$ cat src/rtl/rom_image_loader_pkg.sv
// Shared definitions for the ROM image loader: FSM states, word geometry
// helpers and the byte order used when packing stream bytes into words.
package rom_image_loader_pkg;

  typedef enum logic [1:0] {
    IDLE    = 2'd0,
    COLLECT = 2'd1,
    WRITE   = 2'd2,
    DONE    = 2'd3
  } load_state_e;

  typedef enum logic {
    BYTE_ORDER_LE = 1'b0,
    BYTE_ORDER_BE = 1'b1
  } byte_order_e;

  // Any block that re-packs or checksums an image must agree with this order.
  localparam byte_order_e BYTE_ORDER = BYTE_ORDER_LE;

  function automatic int unsigned bytes_per_word(input int unsigned width);
    return width / 8;
  endfunction

  function automatic int unsigned byte_idx_width(input int unsigned nb);
    return (nb > 1) ? $clog2(nb) : 1;
  endfunction

endpackage

$ cat src/rtl/rom_image_loader_byte_packer.sv
// Collects stream bytes into one dw-bit word; upper bytes of a word cut short
// stay zero because the assembly register is cleared between words.
module rom_image_loader_byte_packer
  import rom_image_loader_pkg::*;
#(
  parameter int dw = 32
) (
  input  logic          clk,
  input  logic          rst,
  input  logic          clear,
  input  logic          push,
  input  logic [7:0]    push_data,
  output logic [dw-1:0] word,
  output logic          full
);

  localparam int unsigned NB = bytes_per_word(dw);
  localparam int unsigned IW = byte_idx_width(NB);

  logic [IW-1:0] idx_r;
  logic [IW-1:0] lane_s;
  logic [dw-1:0] word_r;

  // Map the arrival index to a byte lane of the word.
  always_comb begin
    lane_s = idx_r;
    if (BYTE_ORDER == BYTE_ORDER_BE) begin
      lane_s = IW'(NB - 1) - idx_r;
    end else begin
      lane_s = idx_r;
    end
  end

  // Assembly register and byte index.
  always_ff @(posedge clk) begin
    if (rst || clear) begin
      word_r <= '0;
      idx_r  <= '0;
    end else if (push) begin
      word_r[{lane_s, 3'b000} +: 8] <= push_data;
      idx_r <= full ? '0 : idx_r + 1'b1;
    end
  end

  assign full = (idx_r == IW'(NB - 1));
  assign word = word_r;

endmodule

$ cat src/rtl/rom_image_loader.sv
// Packs a host byte stream into dw-bit words and writes them sequentially
// from address 0 into a single-port memory with a one-cycle write strobe.
module rom_image_loader
  import rom_image_loader_pkg::*;
#(
  parameter int aw = 10,
  parameter int dw = 32
) (
  input  logic          clk,
  input  logic          rst,
  input  logic          start,
  input  logic          in_valid,
  input  logic [7:0]    in_data,
  input  logic          in_last,
  output logic          in_ready,
  output logic          wr_en,
  output logic [aw-1:0] wr_addr,
  output logic [dw-1:0] wr_data,
  output logic          busy,
  output logic          done,
  output logic          overflow,
  output logic [aw:0]   words_written
);

  if ((dw % 8) != 0 || dw < 8) begin : g_bad_dw
    $error("rom_image_loader: dw must be a positive multiple of 8");
  end

  localparam logic [aw-1:0] ADDR_MAX = '1;

  load_state_e   state_r, state_next;
  logic          in_ready_r, busy_r, wr_en_r, done_r, overflow_r, last_r;
  logic [aw-1:0] addr_r;
  logic [aw:0]   words_r;
  logic          xfer_s, push_s, word_end_s, clear_s;
  logic [dw-1:0] pk_word_s;
  logic          pk_full_s;

  rom_image_loader_byte_packer #(.dw(dw)) u_packer (
    .clk       (clk),
    .rst       (rst),
    .clear     (clear_s),
    .push      (push_s),
    .push_data (in_data),
    .word      (pk_word_s),
    .full      (pk_full_s)
  );

  // Handshake decode and next-state logic; start overrides every state.
  always_comb begin
    xfer_s     = in_valid & in_ready_r;
    push_s     = xfer_s & ~start & (state_r == COLLECT);
    word_end_s = push_s & (pk_full_s | in_last);
    clear_s    = start | (state_r == WRITE);
    state_next = state_r;
    case (state_r)
      IDLE: begin
        if (start) state_next = COLLECT;
        else       state_next = IDLE;
      end
      COLLECT: begin
        if (start)           state_next = COLLECT;
        else if (word_end_s) state_next = WRITE;
        else                 state_next = COLLECT;
      end
      WRITE: begin
        if (start)                             state_next = COLLECT;
        else if (last_r || addr_r == ADDR_MAX) state_next = DONE;
        else                                   state_next = COLLECT;
      end
      DONE: begin
        if (start)                   state_next = COLLECT;
        else if (last_r)             state_next = IDLE;
        else if (xfer_s && in_last)  state_next = IDLE;
        else                         state_next = DONE;
      end
      default: state_next = IDLE;
    endcase
  end

  // State, registered handshake/status outputs, address and word counters.
  always_ff @(posedge clk) begin
    if (rst) begin
      state_r    <= IDLE;
      in_ready_r <= 1'b0;
      busy_r     <= 1'b0;
      wr_en_r    <= 1'b0;
      done_r     <= 1'b0;
      overflow_r <= 1'b0;
      last_r     <= 1'b0;
      addr_r     <= '0;
      words_r    <= '0;
    end else begin
      state_r    <= state_next;
      in_ready_r <= (state_next == COLLECT) || (state_next == DONE);
      busy_r     <= (state_next == COLLECT) || (state_next == WRITE);
      wr_en_r    <= (state_next == WRITE);
      if (start) begin
        addr_r     <= '0;
        words_r    <= '0;
        done_r     <= 1'b0;
        overflow_r <= 1'b0;
        last_r     <= 1'b0;
      end else begin
        if (state_r == WRITE) begin
          addr_r  <= addr_r + 1'b1;
          words_r <= words_r + 1'b1;
        end
        if (word_end_s) last_r <= in_last;
        if (state_next == DONE) done_r <= 1'b1;
        if (state_r == DONE && xfer_s && !in_last) overflow_r <= 1'b1;
      end
    end
  end

  assign in_ready      = in_ready_r;
  assign wr_en         = wr_en_r;
  assign wr_addr       = addr_r;
  assign wr_data       = pk_word_s;
  assign busy          = busy_r;
  assign done          = done_r;
  assign overflow      = overflow_r;
  assign words_written = words_r;

endmodule

$ cat config.mk
export PLATFORM = sky130hd
export DESIGN_NAME = rom_image_loader
export DESIGN_NICKNAME = d
export VERILOG_FILES = /design/src/rtl/rom_image_loader_pkg.sv /design/src/rtl/rom_image_loader_byte_packer.sv /design/src/rtl/rom_image_loader.sv
export SDC_FILE = /design/constraint.sdc
export NUM_CORES = 1
export LEC_CHECK = 0
export CAP_MARGIN = 30
export CORE_AREA = 2 2 96 75
export CTS_CLUSTER_SIZE = 8
export DETAILED_ROUTE_END_ITERATION = 10
export DIE_AREA = 0 0 98 77
export PLACE_DENSITY = 0.8
export SYNTH_ARGS = -nofsm -noshare
export SYNTH_HDL_FRONTEND = slang
export SYNTH_SLANG_ARGS = --single-unit
export TNS_END_PERCENT = 5
$ cat constraint.sdc
create_clock -name clk -period 1.9 [get_ports clk]
set_clock_uncertainty 0.15 [all_clocks]
set_input_delay 0.38 -clock clk [delete_from_list [all_inputs] [get_ports clk]]
set_output_delay 0.38 -clock clk [all_outputs]
set_load 0.05 [all_outputs]
==> flow_summary.toml <==
[critical_path]
r2r-end = "busy"
crit_path_end = "busy"
worst-endpoint-arrival_ps = 1970
worst_r2r_path_depth = 6
crit_start = "wr_addr[1]"
setup.worst_path.class = "reg -> reg"
endpoint_kind = "register"
crit-reg2reg-launch = "wr_addr[1]"
r2r_slack_ps = 50
required_worst_endpoint_ps = 2020
startpoint_type = "register"
path_max_fanout = 4

[power_and_ir_drop]
powerDensity_mw_per_mm2 = 728
internal_power_mw = 2.24
net_switching_power_uw = 642
ir_worst_vdd_mv = 0.417
p_leak_nw = 1.58
share_of_total_power_consumed_by_net_switching = 0.223
totalPowerFinal_mw = 2.88
sequentialPowerShare = 0.455
clkPwrFrac = 0.471
comb_power_share = 0.074

[sta]
rsz0062_at_grt = "yes"
finalSetupViolations = 0
final_min_period_over_clock_period = 0.972
max-slew-margin-rel = 0.726
hold_violations = 0
post-route-min-period_ps = 1850
worstMarginPinSlew_ps = 407
report.final.slew_viol_count = 0
fmax_ghz = 0.542

[yosys]
synthesis.yosys.warnings = 0
synth.yosys.seq_area_share = 0.439
synth_enable_flop_cells = 0
post_syn_area_mm2 = 0.00283
post-synth-top-area-fraction = 0.439
synthArstFlopShare = 0
yosys.cell_types.count = 46
synth-main-ff-cell = "sky130_fd_sc_hd__dfxtp_1"
post-synth-top-area-cell = "sky130_fd_sc_hd__dfxtp_1"
synth_nets = 342
syn_avg_cell_area_um2 = 8.86
syn_inst = 319
synth_seq_cells = 62
netlist_top_cells_area = "sky130_fd_sc_hd__dfxtp_1 (44%), sky130_fd_sc_hd__a21oi_1 (8.0%), sky130_fd_sc_hd__nand4_1 (7.5%)"

[grt]
grt_util_all_layers = 0.212
grt_overflow_total = 0
wire_length_of_the_first_global_routing_pass_um = 13000
via_count_of_the_first_global_routing_pass = 2641
antenna_found_initial = 0
grt_max_degree = 37

[final_layout]
mostFrequentLayoutCell = "sky130_fd_sc_hd__buf_4"
final_layout_size_suffix_gt1_frac = 0.321
layout.cells.non_filler = 495
flow.area_growth_from_synthesis_pct = 39.8
diodes = 0
layout.nets = 429
postLayoutCellArea_mm2 = 0.00395
final.fill_count = 593
mostFrequentLayoutCells = "sky130_fd_sc_hd__buf_4 (80), sky130_fd_sc_hd__dfxtp_1 (49), sky130_fd_sc_hd__a21oi_1 (44), sky130_fd_sc_hd__o21ai_0 (39), sky130_fd_sc_hd__nand4_1 (34)"

[drt]
drc = 0
first_pass_iteration_count_of_the_detailed_router = 5
final_antenna_net_count = 0
dr.first_iter.drc_count = 218
vias = 2855
wire_per_inst_um = 16.4
route.detailed.vias_per_inst = 5.77
routed_wirelength_um = 8110

[flow_run]
drv_cap = 0

[min_path]
timing.hold.worst.class = "reg -> reg"
hold_path.startpoint = "u_packer.word[15]"

[cts]
cts_hold_buffers = 0
tritoncts = "done"
cts_max_level = 3
ctsLongestPathBuffers = 2
clock_sink_count = 62
clk-insertion-delay-late_ps = 340
clkTransAtPathRegs_ps = 70
clk_root_buffer_cell = "sky130_fd_sc_hd__clkbuf_8"
cts_made_buffers = 9

[outcome]
status = "finished clean"

[floorplanning]
core-area_mm2 = 0.00660
initial_utilization = 0.428
core.rowCount = 26
floorplan.die.width_um = 98
die_area_mm2 = 0.00755
io_pins = 71
die_height_um = 77

[placed_design]
place_congestion = 0.841
placed_cells_incl_taps = 476
place.detailed.hpwl_um = 5550
detailed_place.area_mm2 = 0.00367
count_of_buffers_inserted_at_the_top_level_ports = 70
-- metrics by stage --
| step | setup TNS [ps] | setup slack, ps | hold slack [ps] | utilization |
|---|---|---|---|---|
| floorplan | 0 | 16.6 | 297 | - |
| global placement | -3230 | -331 | 311 | 0.555 |
| detailed placement | -5480 | -421 | 315 | 0.555 |
| CTS | 0 | 25.7 | 325 | 0.591 |
| global route | -333 | -70.3 | 353 | 0.599 |
| finish | 0 | 53.4 | 325 | 0.599 |
-- critical path, cell delays in order, from the launching register on --
cell,delay (ps)
sky130_fd_sc_hd__dfxtp_4,380
sky130_fd_sc_hd__ha_4,140
sky130_fd_sc_hd__nand3b_4,80
sky130_fd_sc_hd__or4_4,520
sky130_fd_sc_hd__o311ai_4,120
sky130_fd_sc_hd__ha_1,290
sky130_fd_sc_hd__nor2_1,90
-- state kept, by name, summed over array words and instances (netlist names) --
register / cells
wr_en: 1
words_written: 11
u_packer.idx_r: 2
overflow: 1
done: 1
busy: 1
wr_addr: 10
last_r: 1
state_r: 2
u_packer.word: 32
-- routing by layer --
layer	global-route usage	vias to the layer above	wire [µm]
met4	0.0792	0	174
met3	0.0656	22	524
met2	0.323	119	3670
met1	0.284	1351	3740
li1	-	1363	-
met5	0	-	0
-- kinds of logic after synthesis --
kind of cell,Yosys count,share of synthesized area
AND/OR/NAND/NOR,96,0.219
adder cells (fa/ha/maj),10,0.0443
buffers and inverters,38,0.0584
flip-flops,62,0.439
multiplexers,5,0.0177
XOR/XNOR,4,0.0124
AO/OA/AOI/OAI,104,0.209
-- how the worst min path moves through the flow --
stage                     cells after the start           endpoint
final                                         2  u_packer.word[15]
after global routing                          2   u_packer.word[2]
after CTS                                     2  u_packer.word[15]
after detailed placement                      2  u_packer.word[15]
after global placement                        2   u_packer.word[7]
after floorplan                               1               busy
-- power groups by stage --
| stage | logic (mW) | clock network [mW] | registers [mW] |
|---|---|---|---|
| floorplan | 0.0813 | 0 | 1.36 |
| global placement | 0.200 | 0 | 1.34 |
| detailed placement | 0.205 | 0 | 1.34 |
| CTS | 0.205 | 1.38 | 1.31 |
| global route | 0.223 | 1.44 | 1.31 |
| finish | 0.212 | 1.36 | 1.31 |
-- timing repair --
| action | CTS | global route |
|---|---|---|
| pin swaps | 1 | 3 |
| buffers inserted | 0 | 3 |
| resized for setup | 2 | 8 |
| setup endpoints to repair | 3 | 18 |
-- synthesized netlist by cell type (2+ instances only) --
cell type / count
sky130_fd_sc_hd__inv_1: 17
sky130_fd_sc_hd__nand3_1: 5
sky130_fd_sc_hd__xnor2_1: 2
sky130_fd_sc_hd__xor2_1: 2
sky130_fd_sc_hd__a21oi_1: 45
sky130_fd_sc_hd__nor3b_2: 3
sky130_fd_sc_hd__nor4_1: 2
sky130_fd_sc_hd__o311ai_0: 4
sky130_fd_sc_hd__o21a_1: 3
sky130_fd_sc_hd__o21ai_0: 40
sky130_fd_sc_hd__or4_1: 4
sky130_fd_sc_hd__mux2i_1: 5
sky130_fd_sc_hd__o41ai_1: 3
sky130_fd_sc_hd__or3_1: 7
sky130_fd_sc_hd__clkbuf_1: 7
sky130_fd_sc_hd__nand2_1: 15
sky130_fd_sc_hd__buf_1: 3
sky130_fd_sc_hd__buf_2: 9
sky130_fd_sc_hd__dfxtp_1: 62
sky130_fd_sc_hd__nor2_1: 10
sky130_fd_sc_hd__o31ai_1: 4
sky130_fd_sc_hd__nand4_1: 34
sky130_fd_sc_hd__ha_1: 10
-- final cells by class --
class                      instances  area [µm²]  share of cell area
inverter                          17        63.8              0.0161
clock buffer                      13         169              0.0427
sequential                        62        1260               0.319
clock inverter                     3        65.1              0.0165
multi-input combinational        219        1470               0.371
timing repair buffer              97         820               0.207
tap                               84         105              0.0266
No activity file was read; power rests on OpenSTA's default activity.
